<file path="src/rtl/inv_mix_columns_iter_pkg.sv">
// Shared AES definitions: FSM encodings, the GF(2^8) reduction constant and xtime.
// The forward mix_columns path imports the same package.
package inv_mix_columns_iter_pkg;

    typedef enum logic [1:0] {
        ST_IDLE = 2'd0,
        ST_BUSY = 2'd1,
        ST_DONE = 2'd2
    } state_t;

    localparam logic [7:0] AES_REDUCE = 8'h1B;

    // Multiply by x in GF(2^8) modulo x^8 + x^4 + x^3 + x + 1.
    function automatic logic [7:0] xtime(input logic [7:0] b);
        xtime = {b[6:0], 1'b0} ^ (b[7] ? AES_REDUCE : 8'h00);
    endfunction

endpackage

</file>
<file path="src/rtl/inv_mix_column.sv">
// Combinational InvMixColumns of one 32-bit column; byte 0 is the column MSB.
module inv_mix_column
    import inv_mix_columns_iter_pkg::*;
(
    input  logic [31:0] i_col,
    output logic [31:0] o_col
);

    logic [7:0] w_b  [4];
    logic [7:0] w_x2 [4];
    logic [7:0] w_x4 [4];
    logic [7:0] w_x8 [4];
    logic [7:0] w_m9 [4];
    logic [7:0] w_mB [4];
    logic [7:0] w_mD [4];
    logic [7:0] w_mE [4];

    // The four inverse coefficients are built from x, x^2 and x^3 of each byte.
    for (genvar i = 0; i < 4; i++) begin : g_byte
        assign w_b[i]  = i_col[31-8*i -: 8];
        assign w_x2[i] = xtime(w_b[i]);
        assign w_x4[i] = xtime(w_x2[i]);
        assign w_x8[i] = xtime(w_x4[i]);
        assign w_m9[i] = w_x8[i] ^ w_b[i];
        assign w_mB[i] = w_x8[i] ^ w_x2[i] ^ w_b[i];
        assign w_mD[i] = w_x8[i] ^ w_x4[i] ^ w_b[i];
        assign w_mE[i] = w_x8[i] ^ w_x4[i] ^ w_x2[i];
    end

    assign o_col[31:24] = w_mE[0] ^ w_mB[1] ^ w_mD[2] ^ w_m9[3];
    assign o_col[23:16] = w_m9[0] ^ w_mE[1] ^ w_mB[2] ^ w_mD[3];
    assign o_col[15:8]  = w_mD[0] ^ w_m9[1] ^ w_mE[2] ^ w_mB[3];
    assign o_col[7:0]   = w_mB[0] ^ w_mD[1] ^ w_m9[2] ^ w_mE[3];

endmodule

</file>
<file path="src/rtl/inv_mix_columns_iter.sv">
// Iterative InvMixColumns over a 128-bit AES state: one column per cycle through
// a single shared column unit, with a valid/ready handshake on both sides.
module inv_mix_columns_iter
    import inv_mix_columns_iter_pkg::*;
(
    input  logic         clk,
    input  logic         rst,
    input  logic         in_valid,
    output logic         in_ready,
    input  logic [127:0] in_state,
    output logic         out_valid,
    input  logic         out_ready,
    output logic [127:0] out_state
);

    state_t       r_state;
    state_t       w_nextState;
    logic [1:0]   r_colIdx;
    logic [127:0] r_work;
    logic [31:0]  w_colIn;
    logic [31:0]  w_colOut;
    logic         w_accept;

    always_comb begin
        w_nextState = r_state;
        in_ready    = 1'b0;
        out_valid   = 1'b0;
        w_accept    = 1'b0;
        case (r_state)
            ST_IDLE: begin
                in_ready = 1'b1;
                if (in_valid) begin
                    w_accept    = 1'b1;
                    w_nextState = ST_BUSY;
                end
            end
            ST_BUSY: begin
                if (r_colIdx == 2'd3) begin
                    w_nextState = ST_DONE;
                end
            end
            ST_DONE: begin
                out_valid = 1'b1;
                if (out_ready) begin
                    w_nextState = ST_IDLE;
                end
            end
            default: w_nextState = ST_IDLE;
        endcase
    end

    always_comb begin
        w_colIn = r_work[127:96];
        case (r_colIdx)
            2'd0: w_colIn = r_work[127:96];
            2'd1: w_colIn = r_work[95:64];
            2'd2: w_colIn = r_work[63:32];
            2'd3: w_colIn = r_work[31:0];
            default: w_colIn = r_work[127:96];
        endcase
    end

    inv_mix_column u_invCol (
        .i_col (w_colIn),
        .o_col (w_colOut)
    );

    always_ff @(posedge clk or posedge rst) begin
        if (rst) begin
            r_state <= ST_IDLE;
        end else begin
            r_state <= w_nextState;
        end
    end

    // The column counter wraps 3->0 exactly on the BUSY->DONE step, so each
    // column is rewritten in place once per block.
    always_ff @(posedge clk or posedge rst) begin
        if (rst) begin
            r_work   <= '0;
            r_colIdx <= 2'd0;
        end else if (w_accept) begin
            r_work   <= in_state;
            r_colIdx <= 2'd0;
        end else if (r_state == ST_BUSY) begin
            case (r_colIdx)
                2'd0: r_work[127:96] <= w_colOut;
                2'd1: r_work[95:64]  <= w_colOut;
                2'd2: r_work[63:32]  <= w_colOut;
                2'd3: r_work[31:0]   <= w_colOut;
                default: r_work[127:96] <= w_colOut;
            endcase
            r_colIdx <= r_colIdx + 2'd1;
        end
    end

    // Gate the working register so a partially transformed block is never visible.
    assign out_state = (r_state == ST_DONE) ? r_work : '0;

endmodule

</file>
<file path="config.mk">
export PLATFORM = sky130hd
export DESIGN_NAME = inv_mix_columns_iter
export DESIGN_NICKNAME = d
export VERILOG_FILES = /design/src/rtl/inv_mix_columns_iter_pkg.sv /design/src/rtl/inv_mix_column.sv /design/src/rtl/inv_mix_columns_iter.sv
export SDC_FILE = /design/constraint.sdc
export NUM_CORES = 1
export LEC_CHECK = 0
export ABC_AREA = 0
export BUFFER_PORTS_ARGS = -buffer_cell sky130_fd_sc_hd__buf_2
export CORE_MARGIN = 8
export CORE_UTILIZATION = 40
export CTS_CLUSTER_SIZE = 40
export DETAILED_ROUTE_END_ITERATION = 8
export HOLD_SLACK_MARGIN = 0.02
export SLEW_MARGIN = 10
export SYNTH_ARGS = -nofsm -noshare
export SYNTH_HDL_FRONTEND = slang
export SYNTH_SLANG_ARGS = --single-unit
</file>
<file path="constraint.sdc">
create_clock -name clk -period 8.3 [get_ports clk]
set_input_delay 1.245 -clock clk [delete_from_list [all_inputs] [get_ports clk]]
set_output_delay 1.245 -clock clk [all_outputs]
set_load 0.1 [all_outputs]
</file>
== Word-level counts from Yosys, hierarchy flattened ==
Index checks and enable logic that the tools add are counted.
Widths: inputs -> output; s select.

* Register bits: 132
* Output and inout port bits: 130
* Input port bits: 132
* Logic and storage cells: 105

* Multiplexer cells: 30
* Equality and inequality tests: 8
* $add $sub $neg: 1
* Bitwise operators: 48
* Reduce and logical (&&, ||, !) cells: 12

{| class="wikitable"
|+ Operators with widths
! cell !! number
|-
| $mux 128 || 3
|-
| $xor 8x8->8 || 48
|-
| $mux 32 || 4
|-
| $pmux 32 s4 || 1
|-
| $mux 5 || 12
|-
| $mux 2 || 5
|-
| $reduce_bool 2->1 || 5
|-
| $reduce_and 2->1 || 4
|-
| $eq 2x2->1 const B || 3
|-
| $ne 2x2->1 const B || 3
|-
| $pmux 2 s3 || 1
|-
| $eq 2x1->1 const B || 2
|-
| $logic_not 2->1 || 2
|-
| $mux 1 || 4
|-
| $reduce_and 3->1 || 1
|-
| $add 2x1->2 const B || 1
|}

== Depth between registers and ports, before layout ==
* Word-level depth: 16
* Depth in mapped cells: 14
* Gate-level depth less buffers: 10

== Hierarchy ==
A second synthesis with hierarchy kept.

* Cell total of the unflattened synthesis: 1070
* Area, all modules: 10527.6 um2

{| class="wikitable"
|+ Modules (own cells, without submodules)
! module !! times used !! area an instance (um2) !! seq. area each (um2) !! cells an instance
|-
| inv_mix_columns_iter || 1 || 8448.1 || 3303.2 || 856
|-
| inv_mix_column || 1 || 2079.5 || 0.0 || 214
|}

== Worst setup path after synthesis ==
Ideal clock, no wire load.

* Kind: reg2out
* From: reg r_state[0]
* To: out out_state[114]
* Cell stages (with the launch flop): 6
* Path buffers: 2
* Data required time: 7.055 ns
* Data arrival time: 2.663 ns
* Slack: 4.392 ns
* Cells stage by stage: dfrtp_1 nand2b_1 clkbuf_1 inv_1 clkbuf_1 and2_1

* Word-level cells in the longest chain between the ends: 2

{| class="wikitable"
|+ RTL lines
! element !! RTL line !! RTL
|-
| start: declaration || inv_mix_columns_iter.sv:16 || <nowiki>state_t r_state;</nowiki>
|-
| start signal: assignment || inv_mix_columns_iter.sv:72 || <nowiki>r_state <= w_nextState;</nowiki>
|-
| $eq 2x2->1 || inv_mix_columns_iter.sv:98 || <nowiki>assign out_state = (r_state == ST_DONE) ? r_work : '0;</nowiki>
|-
| $mux 128 || inv_mix_columns_iter.sv:98 ||
|-
| end: declaration || inv_mix_columns_iter.sv:13 || <nowiki>output logic [127:0] out_state</nowiki>
|}

No other way between the ends.

== Final worst setup path ==
* From: reg r_colIdx[1]
* To: reg r_work[45]

* Word-level cells in the longest chain between the ends: 14
* Elaborated cells on any way between the ends: 40
* Classes of those cells: 3 x eq/ne; 12 x mux; 22 x bitwise; 3 x reduce/logical

{| class="wikitable"
|+ RTL lines
! element !! RTL line !! RTL
|-
| start: declaration || inv_mix_columns_iter.sv:18 || <nowiki>logic [1:0] r_colIdx;</nowiki>
|-
| start signal: assignment || inv_mix_columns_iter.sv:93 || <nowiki>r_colIdx <= r_colIdx + 2'd1;</nowiki>
|-
| $eq 2x2->1, or another cell as far along || inv_mix_columns_iter.sv:54 || <nowiki>case (r_colIdx)</nowiki>
|-
| $pmux 32 s4 || inv_mix_columns_iter.sv:54 ||
|-
| $mux 5 / $xor 8x8->8 (equally long branches) || inv_mix_columns_iter_pkg.sv:15 || <nowiki>xtime = {b[6:0], 1'b0} ^ (b[7] ? AES_REDUCE : 8'h00);</nowiki>
|-
| $xor 8x8->8 / $mux 5 (equally long branches) || inv_mix_columns_iter_pkg.sv:15 ||
|-
| $xor 8x8->8 (2 in series) || inv_mix_columns_iter_pkg.sv:15 ||
|-
| $xor 8x8->8 (2 in series) || inv_mix_column.sv:26 || <nowiki>assign w_mD[i] = w_x8[i] ^ w_x4[i] ^ w_b[i];</nowiki>
|-
| $xor 8x8->8 (3 in series) || inv_mix_column.sv:32 || <nowiki>assign o_col[15:8] = w_mD[0] ^ w_m9[1] ^ w_mE[2] ^ w_mB[3];</nowiki>
|-
| $mux 32 || inv_mix_columns_iter.sv:86 || <nowiki>case (r_colIdx)</nowiki>
|-
| $mux 128 || inv_mix_columns_iter.sv:85 || <nowiki>end else if (r_state == ST_BUSY) begin</nowiki>
|-
| $mux 128 || inv_mix_columns_iter.sv:82 || <nowiki>end else if (w_accept) begin</nowiki>
|-
| end signal: assignment || inv_mix_columns_iter.sv:83 || <nowiki>r_work <= in_state;</nowiki>
|-
| end signal: assignment || inv_mix_columns_iter.sv:89 || <nowiki>2'd2: r_work[63:32] <= w_colOut;</nowiki>
|-
| end: declaration || inv_mix_columns_iter.sv:19 || <nowiki>logic [127:0] r_work;</nowiki>
|}

Parallel ways exist; a longest one is shown, timed or not. The select of a mux whose other input is x is not followed.
A chain may end at the register's enable or synchronous reset.

==> flow_summary.yaml <==
finish:
  final_net_count: 1593
  n_antenna_cell: 0
  mostFrequentLayoutCells: "buf_2, xnor2_1, dfrtp_1, nand2_1, and2_1"
  final_core_util: 0.4879
  layout-drive-gt1-share: 0.2383
  syn_to_final_growth_pct: 19.63
  layout_commonest_cell: "buf_2"
synth:
  synth-async-reset-ratio: 1.000
  syn_avg_cell_area_um2: 8.473
  netlist_area_um2: 10660
  yosys.area_share.simple: 0.1628
  synth_top_family_by_area: "XOR/XNOR gates"
  ys.warnings.count: 0
  synth_fa_ha_area_frac: 0.005869
  synth_area_leader_cell: "dfrtp_1"
  yosys.area.top_type_share: 0.3099
  synth_xor_area_frac: 0.2518
  synth_cell_types: 45
  synth_compound_area_frac: 0.1929
  synth_mux_area_frac: 0.02618
  ys_top_cells_by_area: "dfrtp_1, xnor2_1, and2_1, xor2_1, a22oi_1"
  netlist_instances: 1258
  yosysSeqAreaShare: 0.3099
  synth_edf_count: 0
  ys_ff_latch: 132
  synth_ff_type: "dfrtp_1"
  syn_nets: 1395
critical_path:
  cp.required_ns: 8.61
  r2r-start: "r_colIdx[1]"
  crit_type: "reg -> reg"
  critPathArrivalTime_ns: 5.09
  cp_top_family: "XOR/XNOR gates"
  critPathMaxFanout: 22
  crit_chain: "inv_1 > ha_1 > buf_4 > a222oi_1 > buf_4 > xnor2_1 > xnor2_1 > mux2i_1 > xnor2_1 > xnor2_1 > xnor3_1 > o21ai_0"
  reg2reg_to: "r_work[45]"
  worst_path_max_delay_cell: "ha_1"
  cp.buffers_inverters: 3
  slowest_delay_ns: 0.82
  ff2ff_path_depth: 12
  worstSetupStartpointType: "register"
  crit_cells: 12
  path_common_cell: "xnor2_1"
  endpoint_kind: "register"
  rrSetupSlack_ns: 3.52
floorplan:
  core-area_um2: 26130
  dieArea_um2: 32130
  dieHeight_um: 179.2
  start_util: 0.4079
  ios: 262
  die_w_um: 179.2
  rows: 59
drt:
  drc_errors: 4
  vias: 10330
  wl_per_cell_um: 25.09
  routed_wl_um: 45260
  drtPass1Iterations: 9
  drt-initial-drc-count: 1084
  viasPerCell: 5.725
  antenna_left: 0
status:
  violations: "design-rule violations"
  status: "finished, violations left"
clocking:
  hold_buffers: 0
  cts_tree: "done"
  clock_sinks: 132
  cts_setup_buffers: 0
  cts_buffers: 17
  cts_root_buf: "clkbuf_16"
  clk_latency_ns: 0.45
  clkTransAtPathRegs_ns: 0.06
  h-tree-depth: 4
  clk_path_buf_depth: 2
  cts_resized: 0
timing:
  max_slew.worst_pin.slew_ns: 1.226
  fin_crit_sh: 0.5757
  final_max_slew_viol_count: 0
  slew_headroom: 0.1824
  hold_viol: 0
  finalClockSkew_ns: 0.02289
  fmax_ghz: 0.2093
  rsz0062_at_grt: "no"
  post-route-min-period_ns: 4.778
  setup_viol: 0
  finalSetupTns_ns: 0
worst_hold_path:
  min_delay_path_depth: 1
  hp-class: "reg -> reg"
  holdCritStartpoint: "r_state[0]"
  whs_endpoint: "r_state[0]"
global_routing:
  grt_pass1_vias: 10400
  grt_first_pass_wirelength_um: 67410
  grt.overflow.total: 0
  grt_max_degree: 122
  antenna_found_initial: 0
  grtUsageTotal: 0.2809
job:
  maxCapViolCount: 0
placed_design:
  portBuffers: 261
  dpl.hpwl_um: 33770
  gp_congestion: 0.9871
==> state kept, by name, summed over array words and instances, names as in the netlist <==
signal	count
r_work	128
r_colIdx	2
r_state	2
==> worst max-delay path by stage <==
| stage | start | end | slack, ns |
|---|---|---|---|
| 2_1_floorplan | rst | r_colIdx[0] | 3.53 |
| 3_3_place_gp | r_colIdx[0] | r_work[106] | 3.89 |
| 3_5_place_dp | r_colIdx[1] | r_work[77] | 3.71 |
| 4_1_cts | r_colIdx[1] | r_work[45] | 3.61 |
| 5_1_grt | r_colIdx[1] | r_work[45] | 3.28 |
| 6_report | r_colIdx[1] | r_work[45] | 3.52 |
==> synth_stat cells (2+ instances only) <==
master / n
ha_1: 5
xnor2_1: 189
nor3_1: 2
and2_1: 126
a21o_1: 17
xnor2_2: 3
a22oi_1: 68
xnor3_1: 12
dfrtp_1: 132
o21ai_0: 85
o22ai_1: 3
nand3_1: 4
buf_6: 4
inv_1: 13
buf_2: 8
a222oi_1: 32
a22o_1: 5
clkbuf_1: 100
nand2_1: 129
a211oi_1: 13
a21oi_1: 37
xnor3_2: 2
mux2i_1: 22
nand4_1: 4
buf_1: 6
xor2_1: 71
mux2_2: 4
nor2_1: 102
o21ai_1: 17
a31oi_1: 28
==> area by class of cell <==
cell class              count  area [µm²]
clock inverters            14       140.1
inverters                  13       51.30
flip-flops and latches    132        3303
well taps                 335       419.2
repair buffers            298        1582
clock buffers              18       429.2
multi-input cells         994        6827
fillers                  2613       13380
==> stage by stage <==
step,area (µm²),cells,hold slack (ns),setup slack [ns]
floorplan,10660,1258,0.4698,3.529
global placement,12180,1771,0.4938,3.887
detailed placement,12180,1771,0.5118,3.714
CTS,12750,1803,0.5213,3.609
global route,12750,1804,0.5516,3.276
finish,12750,1804,0.5220,3.522
==> cell families (layout without fill, tap and decap cells) <==
logic type               after synthesis  count (layout)
multiplexers                          27              27
XOR/XNOR                             279             279
AND/OR/NAND/NOR                      371             371
buffers and inverters                132             343
adder cells (fa/ha/maj)                5               5
flip-flops                           132             132
AO/OA/AOI/OAI                        312             312
==> layer usage <==
layer  share of wire  global-route usage  vias to the layer above  wire length [µm]
li1                -                   -                     4670                 -
met1            0.42              0.3733                     5039             19180
met2            0.47              0.4639                      549             21450
met3           0.075             0.03833                       69              3386
met4           0.027             0.09372                        0              1235
met5               0                   0                        -                 0
Power is not shown: default switching activity piles up to over one toggle a cycle in this logic, so the estimate is an artifact.
